===== src/rtl/alu_seq_ctrl_if.sv =====
// Sequencer bus: instruction handshake, ALU drive/response and completion report.
// master = instruction source and ALU side, slave = alu_seq_ctrl.
interface alu_seq_ctrl_if #(
  parameter int unsigned DW   = 8,
  parameter int unsigned NREG = 4
);
  localparam int unsigned AW = $clog2(NREG);

  logic          instr_valid;
  logic          instr_ready;
  logic [3:0]    instr_op;
  logic [AW-1:0] instr_rd;
  logic [AW-1:0] instr_rs1;
  logic [AW-1:0] instr_rs2;
  logic          imm_sel;
  logic [DW-1:0] instr_imm;

  logic          alu_en;
  logic          alu_oe;
  logic [3:0]    alu_opcode;
  logic [DW-1:0] alu_a;
  logic [DW-1:0] alu_b;
  logic [DW-1:0] alu_out;
  logic          alu_cf;
  logic          alu_of;
  logic          alu_sf;
  logic          alu_zf;

  logic          done_valid;
  logic [AW-1:0] done_rd;
  logic [DW-1:0] done_data;

  modport master (
    output instr_valid, instr_op, instr_rd, instr_rs1, instr_rs2, imm_sel, instr_imm,
    output alu_out, alu_cf, alu_of, alu_sf, alu_zf,
    input  instr_ready, alu_en, alu_oe, alu_opcode, alu_a, alu_b,
    input  done_valid, done_rd, done_data
  );

  modport slave (
    input  instr_valid, instr_op, instr_rd, instr_rs1, instr_rs2, imm_sel, instr_imm,
    input  alu_out, alu_cf, alu_of, alu_sf, alu_zf,
    output instr_ready, alu_en, alu_oe, alu_opcode, alu_a, alu_b,
    output done_valid, done_rd, done_data
  );
endinterface


===== src/rtl/alu_seq_ctrl.sv =====
// Serial instruction sequencer feeding an external ALU, with a small register file.
// Optional ALU_SEQ_PERF_EN adds retired-instruction and carry-out counters.
module alu_seq_ctrl #(
  parameter  int unsigned DW      = 8,
  parameter  int unsigned NREG    = 4,
  parameter  int unsigned ALU_LAT = 1,
  localparam int unsigned AW      = $clog2(NREG)
) (
  input  logic          clk,
  input  logic          rst_n,
  alu_seq_ctrl_if.slave bus,
  output logic [3:0]    flags,
  output logic          busy,
  input  logic [AW-1:0] dbg_addr,
  output logic [DW-1:0] dbg_data
`ifdef ALU_SEQ_PERF_EN
  ,
  output logic [15:0]   perf_instr_cnt,
  output logic [15:0]   perf_cf_cnt
`endif
);

  localparam int unsigned CW       = 4;
  localparam logic [3:0]  OP_LOADI = 4'hF;

  typedef enum logic [1:0] {IDLE, ISSUE, WAIT, WB} state_t;

  state_t        state_q, state_d;
  logic [CW-1:0] cnt_q, cnt_d;
  logic [3:0]    op_q;
  logic [3:0]    cap_flags_q;
  logic          ready_q;
  logic          accept;
  logic          capture;
  logic          alu_en_d, alu_oe_d, done_valid_d, busy_d, ready_d;
  logic [DW-1:0] rf_q [NREG];

  // Next state and decoded next values of the registered control outputs.
  always_comb begin
    state_d      = state_q;
    cnt_d        = cnt_q;
    accept       = 1'b0;
    capture      = 1'b0;
    case (state_q)
      IDLE: begin
        if (bus.instr_valid) begin
          accept  = 1'b1;
          state_d = (bus.instr_op == OP_LOADI) ? WB : ISSUE;
        end
      end
      ISSUE: begin
        cnt_d   = CW'(ALU_LAT);
        state_d = WAIT;
      end
      WAIT: begin
        cnt_d = cnt_q - CW'(1);
        if (cnt_q == CW'(1)) begin
          capture = 1'b1;
          state_d = WB;
        end
      end
      WB:      state_d = IDLE;
      default: state_d = IDLE;
    endcase
    alu_en_d     = (state_d == ISSUE);
    alu_oe_d     = (state_d == WAIT);
    done_valid_d = (state_d == WB);
    busy_d       = (state_d != IDLE);
    ready_d      = (state_d == IDLE);
  end

  always_ff @(posedge clk or negedge rst_n) begin
    if (!rst_n) begin
      state_q        <= IDLE;
      cnt_q          <= '0;
      ready_q        <= 1'b1;
      busy           <= 1'b0;
      bus.alu_en     <= 1'b0;
      bus.alu_oe     <= 1'b0;
      bus.done_valid <= 1'b0;
    end else begin
      state_q        <= state_d;
      cnt_q          <= cnt_d;
      ready_q        <= ready_d;
      busy           <= busy_d;
      bus.alu_en     <= alu_en_d;
      bus.alu_oe     <= alu_oe_d;
      bus.done_valid <= done_valid_d;
    end
  end

  // Ready is forced low while reset is held, high again as soon as it releases.
  assign bus.instr_ready = ready_q & rst_n;

  // Operands are read at acceptance so they are already on the ALU bus during ISSUE.
  always_ff @(posedge clk or negedge rst_n) begin
    if (!rst_n) begin
      op_q           <= '0;
      bus.alu_opcode <= '0;
      bus.alu_a      <= '0;
      bus.alu_b      <= '0;
    end else if (accept) begin
      op_q <= bus.instr_op;
      if (bus.instr_op != OP_LOADI) begin
        bus.alu_opcode <= bus.instr_op;
        bus.alu_a      <= rf_q[bus.instr_rs1];
        bus.alu_b      <= bus.imm_sel ? bus.instr_imm : rf_q[bus.instr_rs2];
      end
    end
  end

  // done_data doubles as the captured ALU result; flags commit only at the end of WB.
  always_ff @(posedge clk or negedge rst_n) begin
    if (!rst_n) begin
      bus.done_rd   <= '0;
      bus.done_data <= '0;
      cap_flags_q   <= '0;
      flags         <= '0;
    end else begin
      if (accept) begin
        bus.done_rd <= bus.instr_rd;
        if (bus.instr_op == OP_LOADI) bus.done_data <= bus.instr_imm;
      end
      if (capture) begin
        bus.done_data <= bus.alu_out;
        cap_flags_q   <= {bus.alu_cf, bus.alu_of, bus.alu_sf, bus.alu_zf};
      end
      if (state_q == WB && op_q != OP_LOADI) flags <= cap_flags_q;
    end
  end

  always_ff @(posedge clk or negedge rst_n) begin
    if (!rst_n) begin
      for (int i = 0; i < int'(NREG); i++) rf_q[i] <= '0;
    end else if (state_q == WB) begin
      rf_q[bus.done_rd] <= bus.done_data;
    end
  end

  assign dbg_data = rf_q[dbg_addr];

`ifdef ALU_SEQ_PERF_EN
  always_ff @(posedge clk or negedge rst_n) begin
    if (!rst_n) begin
      perf_instr_cnt <= '0;
      perf_cf_cnt    <= '0;
    end else if (state_q == WB) begin
      perf_instr_cnt <= perf_instr_cnt + 16'd1;
      if (op_q != OP_LOADI && cap_flags_q[3]) perf_cf_cnt <= perf_cf_cnt + 16'd1;
    end
  end
`endif

endmodule


===== src/flat_wrapper.sv =====
// flat-port wrapper written by rule: the top's interface ports become plain ports
module alu_seq_ctrl_flat 
#(
  parameter  int unsigned DW      = 8,
  parameter  int unsigned NREG    = 4,
  parameter  int unsigned ALU_LAT = 1,
  localparam int unsigned AW      = $clog2(NREG)
)
  (clk, rst_n, flags, busy, dbg_addr, dbg_data, bus_instr_valid, bus_instr_op, bus_instr_rd, bus_instr_rs1, bus_instr_rs2, bus_imm_sel, bus_instr_imm, bus_alu_out, bus_alu_cf, bus_alu_of, bus_alu_sf, bus_alu_zf, bus_instr_ready, bus_alu_en, bus_alu_oe, bus_alu_opcode, bus_alu_a, bus_alu_b, bus_done_valid, bus_done_rd, bus_done_data);
  alu_seq_ctrl_if #(.DW(DW), .NREG(NREG)) bus_i ();
  input  logic clk;
  input  logic rst_n;
  output logic [3:0] flags;
  output logic busy;
  input  logic [AW-1:0] dbg_addr;
  output logic [DW-1:0] dbg_data;
  input wire logic [$bits(bus_i.instr_valid)-1:0] bus_instr_valid;
  input wire logic [$bits(bus_i.instr_op)-1:0] bus_instr_op;
  input wire logic [$bits(bus_i.instr_rd)-1:0] bus_instr_rd;
  input wire logic [$bits(bus_i.instr_rs1)-1:0] bus_instr_rs1;
  input wire logic [$bits(bus_i.instr_rs2)-1:0] bus_instr_rs2;
  input wire logic [$bits(bus_i.imm_sel)-1:0] bus_imm_sel;
  input wire logic [$bits(bus_i.instr_imm)-1:0] bus_instr_imm;
  input wire logic [$bits(bus_i.alu_out)-1:0] bus_alu_out;
  input wire logic [$bits(bus_i.alu_cf)-1:0] bus_alu_cf;
  input wire logic [$bits(bus_i.alu_of)-1:0] bus_alu_of;
  input wire logic [$bits(bus_i.alu_sf)-1:0] bus_alu_sf;
  input wire logic [$bits(bus_i.alu_zf)-1:0] bus_alu_zf;
  output wire logic [$bits(bus_i.instr_ready)-1:0] bus_instr_ready;
  output wire logic [$bits(bus_i.alu_en)-1:0] bus_alu_en;
  output wire logic [$bits(bus_i.alu_oe)-1:0] bus_alu_oe;
  output wire logic [$bits(bus_i.alu_opcode)-1:0] bus_alu_opcode;
  output wire logic [$bits(bus_i.alu_a)-1:0] bus_alu_a;
  output wire logic [$bits(bus_i.alu_b)-1:0] bus_alu_b;
  output wire logic [$bits(bus_i.done_valid)-1:0] bus_done_valid;
  output wire logic [$bits(bus_i.done_rd)-1:0] bus_done_rd;
  output wire logic [$bits(bus_i.done_data)-1:0] bus_done_data;
  assign bus_i.instr_valid = bus_instr_valid;
  assign bus_i.instr_op = bus_instr_op;
  assign bus_i.instr_rd = bus_instr_rd;
  assign bus_i.instr_rs1 = bus_instr_rs1;
  assign bus_i.instr_rs2 = bus_instr_rs2;
  assign bus_i.imm_sel = bus_imm_sel;
  assign bus_i.instr_imm = bus_instr_imm;
  assign bus_i.alu_out = bus_alu_out;
  assign bus_i.alu_cf = bus_alu_cf;
  assign bus_i.alu_of = bus_alu_of;
  assign bus_i.alu_sf = bus_alu_sf;
  assign bus_i.alu_zf = bus_alu_zf;
  assign bus_instr_ready = bus_i.instr_ready;
  assign bus_alu_en = bus_i.alu_en;
  assign bus_alu_oe = bus_i.alu_oe;
  assign bus_alu_opcode = bus_i.alu_opcode;
  assign bus_alu_a = bus_i.alu_a;
  assign bus_alu_b = bus_i.alu_b;
  assign bus_done_valid = bus_i.done_valid;
  assign bus_done_rd = bus_i.done_rd;
  assign bus_done_data = bus_i.done_data;
  alu_seq_ctrl #(.DW(DW), .NREG(NREG), .ALU_LAT(ALU_LAT)) u_core (.clk(clk), .rst_n(rst_n), .bus(bus_i), .flags(flags), .busy(busy), .dbg_addr(dbg_addr), .dbg_data(dbg_data));
endmodule

===== config.mk =====
export PLATFORM = sky130hd
export DESIGN_NAME = alu_seq_ctrl_flat
export DESIGN_NICKNAME = d
export VERILOG_FILES = /design/src/rtl/alu_seq_ctrl_if.sv /design/src/rtl/alu_seq_ctrl.sv /design/src/flat_wrapper.sv
export SDC_FILE = /design/constraint.sdc
export NUM_CORES = 1
export LEC_CHECK = 0
export ABC_AREA = 0
export CORE_ASPECT_RATIO = 0.75
export CORE_MARGIN = 2
export CORE_UTILIZATION = 53
export CTS_BUF_LIST = sky130_fd_sc_hd__clkbuf_4 sky130_fd_sc_hd__clkbuf_8
export DETAILED_ROUTE_END_ITERATION = 16
export PLACE_DENSITY = 0.94
export SLEW_MARGIN = 20
export SYNTH_ARGS = -nofsm -noshare
export SYNTH_HDL_FRONTEND = slang
export SYNTH_SLANG_ARGS = --single-unit

===== constraint.sdc =====
create_clock -name clk -period 2.1 [get_ports clk]
set_input_delay 0.42 -clock clk [delete_from_list [all_inputs] [get_ports clk]]
set_output_delay 0.42 -clock clk [all_outputs]
set_load 0.05 [all_outputs]

# Word-level counts from Yosys, hierarchy flattened
# Cells that the tools add are included.
# classes
bitwise,5
div_mod_pow,0
mul,0
eq_ne,10
add_sub_neg,1
magnitude_cmp,5
shift,0
mux,25
n_reduce_logical,10
# ops
op,n
2-to-1 mux 8 bit,11
binary-select mux 8 bit (select 2 bit),3
bitwise mux 32 bit,1
demux 8 bit (select 2 bit),1
"greater-or-equal comparator 3 bit, second input constant",4
NOT 2 -> 3 bit,4
"== test 2 bit, second input constant",4
"!= test 4 bit, second input constant",2
case mux 2 bit (4 select lines),1
case mux 4 bit (2 select lines),1
nonzero test 2 bit,4
2-to-1 mux 2 bit,3
"== test 2 x 1 -> 1 bit, second input constant",2
"== test 4 x 1 -> 1 bit, second input constant",1
"== test 4 bit, second input constant",1
zero test 2 bit,2
2-to-1 mux 1 bit,4
AND reduction 2 bit,2
"subtractor 4 x 1 -> 4 bit, second input constant",1
"< comparator 3 x 1 -> 1 bit, second input constant",1
logical AND 1 bit,2
bitwise AND 1 bit,1
# totals
n_memories,0
input_bits,36
register_bits,85
ramBits,0
latch_bits,0
wordCells,75
output_inout_bits,47
rom_bits,0

# Logic depth before layout (Yosys ltp)
# depth
depth_word,6
mapped_depth,7
ltp_nobuf,5

# Worst setup path before layout
# Ideal clock, no wire load.
# synth_path
path_kind,input port to output port
from,input port dbg_addr[0]
to,output port dbg_data[0]
arrival_ns,1.337
stages,2
path_slack_ns,0.343
path_cell_list,buf_2 > mux4_2
# synth_via
elab_chain_len,4
# synth_rtl
element,line_no,source
"start, declared",flat_wrapper.sv:15,input logic [AW-1:0] dbg_addr;
NOT 2 -> 3 bit (implied by the code),alu_seq_ctrl.sv:140,assign dbg_data = rf_q[dbg_addr];
binary-select mux 8 bit (select 2 bit),alu_seq_ctrl.sv:140,
2-to-1 mux 8 bit (implied by the code) (2 in a row),alu_seq_ctrl.sv:140,
"end, declared",flat_wrapper.sv:16,output logic [DW-1:0] dbg_data;
# No other way between the ends. The select of a mux whose other input is x is not followed.

# Final worst setup path
# layout_path
from,register u_core.bus.alu_b[1]
to,output port bus_alu_b[1]
# layout_rtl
element,line_no,source
"start, declared",alu_seq_ctrl_if.sv:43,"output instr_ready, alu_en, alu_oe, alu_opcode, alu_a, alu_b,"
"start signal, assigned",alu_seq_ctrl.sv:107,bus.alu_b <= bus.imm_sel ? bus.instr_imm : rf_q[bus.instr_rs2];
"end, declared",flat_wrapper.sv:34,output wire logic [$bits(bus_i.alu_b)-1:0] bus_alu_b;
# No word-level cell between the ends.

==> metrics.md <==
| Metric | Value |
|---|---|
| Critical Path Start Type | `register` |
| Residual DRC | `0` |
| Clk buf depth | `2` |
| Placed inst area | `5160 um2` |
| Worst-Skew Late Latency | `0.37 ns` |
| ANT nets after route | `0` |
| Leak pwr | `0.00229 uW` |
| Synthesized cell area | `4150 um2` |
| Vias in the first global route | `2985` |
| Total core area | `around 7500 um2` |
| Placed Cells | `494` |
| Largest area contributor in the netlist | `dfrtp_1` |
| Delay-heaviest family, CP | `buffers and inverters` |
| Max-slew violation count | `0` |
| Minimum clock period | `~2.0 ns` |
| Hold_buf cts | `0` |
| FF-to-FF End | `u_core.rf_q[29]` |
| Clock-pin slew on the worst setup and hold paths | `roughly 0.080 ns` |
| Maximum clock rate | `approximately 500 MHz` |
| # diodes | `0` |
| DR pass1 iterations | `6` |
| Fin. Hold Viols | `0` |
| Worst EP required | `1.68 ns` |
| Crit. path cell count | `1` |
| Syn nets | `approximately 350` |
| CP peak stage delay | `around 0.83 ns` |
| PortBufs | `82` |
| Distinct cells, synth | `37` |
| Crit path kind | `reg -> out` |
| DR iter-0 viols | `about 280` |
| Layout cell share with drive strength beyond 1 | `0.325` |
| Warnings, synthesis | `0` |
| Die area | `8560 um2` |
| Synth area leaders | `dfrtp_1, mux2_2, mux4_2, nand2_1, a21oi_1` |
| Rel. slew slack | `0.502` |
| HPWL Detailed | `roughly 7.3 mm` |
| CTS H-tree lvls | `3` |
| CTS tree | `built` |
| Final Skew | `0.0107 ns` |
| Hold crit path type | `in -> async` |
| Reg2Reg Depth | `3` |
| Initial Util | `0.556` |
| Largest net degree at the start of global routing | `86` |
| Post-Layout Cell Count | `~500` |
| Grt total ovfl | `0` |
| # clock sinks | `85` |
| Worst Path Arrival | `roughly 1.6 ns` |
| Total chip power | `9200 uW` |
| Status | `finished, final reports clean` |
| Async S/R FF share, synth | `1.00` |
| Drt wl/cell | `19.8 um` |
| Internal reg-to-reg setup slack | `0.30 ns` |
| Inserted Clock Buffers | `9` |
| Setup crit end kind | `output pin` |
| Post-synth EDFFs | `0` |
| Post-Synthesis Cells | `306` |
| Sequential element share of the synthesized area | `0.513` |
| Routed WL | `10.1 mm` |
| Die X | `106 um` |
| Initial antenna violation count | `0` |
| Final period util | `0.949` |
| GR Util All Layers | `0.255` |
| Core Util, Final | `0.718` |
| Post-synth top area share | `0.506` |
| Setup TNS | `0 ns` |
| Routability Congestion | `0.878` |
| Worst path slowest cell | `clkdlybuf4s50_1` |
| Worst Path Buf+Inv | `1` |
| Critical-path cell list | `clkdlybuf4s50_1` |
| Worst vdd ir | `0.00120 V` |
| CP Max Fanout | `2` |
| RSZ-0062 raised after global routing | `no` |
| RR Startpoint | `u_core.state_q[1]` |
| Seq cells post-synth | `85` |
| Commonest cells after routing, fill and taps aside | `dfrtp_1, clkdlybuf4s50_1, mux2_2, buf_4` |
| Area delta synth->final | `29.1%` |
| MaxCap Viol Count | `0` |
| Site Rows | `27` |
| Commonest non-fill, non-tap cell in the layout | `dfrtp_1` |
| Drt via density | `5.97` |
| Die Span Y | `80.6 um` |
| Post-synth top flop | `dfrtp_1` |
| Syn_area_per_cell | `13.6 um2` |
| Design area | `~5400 um2` |
| First-pass GRT wire length | `16.1 mm` |
| Pwr dens | `1720 nW/um2` |
| Ports | `83` |
| Worst-Margin Slew | `~0.75 ns` |
| Nets | `446` |
| Final setup fails | `0` |
| Clock Tree Root | `clkbuf_8` |
| Vias | `3044` |
## worst reg2reg max path: stages, from the launching register on
cell,delay (ns)
dfrtp_1,0.46
ha_1,0.29
nor3b_4,0.53
mux2_2,0.40
## flip-flops by register name, summed over array words and instances, names as in the netlist
| signal | count |
|---|---|
| u_core.op_q | 4 |
| u_core.bus.alu_opcode | 4 |
| u_core.bus.alu_oe | 1 |
| u_core.bus.done_rd | 2 |
| u_core.bus.done_data | 8 |
| u_core.rf_q | 32 |
| u_core.cap_flags_q | 4 |
| u_core.busy | 1 |
| u_core.cnt_q | 4 |
| u_core.flags | 4 |
| u_core.bus.alu_a | 8 |
| u_core.state_q | 2 |
| u_core.ready_q | 1 |
| u_core.bus.done_valid | 1 |
| u_core.bus.alu_b | 8 |
| u_core.bus.alu_en | 1 |
## area by class of cell
type                       count  area (um2)
clock buffer                  14         168
clock inverter                 2        10.0
fill                         462        2100
inverter                       7        26.3
multi-input combinational    197        1890
sequential                    85        2130
tap                          101         126
timing repair buffer         104        1010
## what timing repair did
action / 4_1_cts / 5_1_grt
gates resized for setup: 6 / 4
setup buffers: 0 / 0
setup endpoints to repair: 10 / 4
## power breakdown
group	leakage, uW	internal [uW]	total (uW)	switching, uW
Clock	0.0000981	512	1070	554
Combinational	0.00119	2080	4940	2860
Sequential	0.00101	2460	3190	731
Total	0.00229	5050	9200	4140
## cell families after synthesis
logic type               synth area share
AND/OR/NAND/NOR                    0.0735
multiplexers                        0.300
buffers and inverters              0.0313
AO/OA/AOI/OAI                      0.0639
flip-flops                          0.513
adder cells (fa/ha/maj)            0.0181
## cell usage after synthesis (6+ instances only)
| master | instances |
|---|---|
| dfrtp_1 | 84 |
| mux2_2 | 51 |
| mux4_2 | 24 |
| nand2_1 | 24 |
| a21oi_1 | 17 |
| o21ai_0 | 14 |
| nor2_1 | 11 |
| nand3_1 | 10 |
| a31oi_1 | 8 |
| mux2i_1 | 8 |
| inv_1 | 7 |
| ha_1 | 6 |
## how the worst max path moves through the flow
stage                                 start          endpoint  slack, ns
finish                  u_core.bus.alu_b[1]      bus_alu_b[1]       0.11
global route            u_core.bus.alu_b[1]      bus_alu_b[1]       0.07
CTS                 u_core.bus.done_data[7]  bus_done_data[7]      0.005
detailed placement              dbg_addr[0]       dbg_data[5]      -0.16
global placement                dbg_addr[0]       dbg_data[3]      -0.11
floorplan                       dbg_addr[0]       dbg_data[0]       0.34
## per-layer routing
metal / share of wire / up-vias / global-route usage / wire length, um
li1: - / 1331 / - / -
met1: 0.40 / 1554 / 0.334 / 4070
met2: 0.50 / 137 / 0.419 / 5090
met3: 0.076 / 22 / 0.0698 / 767
met4: 0.018 / 0 / 0.0763 / 182
met5: 0 / - / 0 / 0
## metrics by stage
stage / hold WS (ns) / setup slack, ns
2_1_floorplan: 0.124 / 0.343
3_3_place_gp: 0.461 / -0.107
3_5_place_dp: 0.469 / -0.161
4_1_cts: 0.362 / 0.00524
5_1_grt: 0.254 / 0.0739
6_report: 0.194 / 0.107
Power figures use the tool's default switching activity.
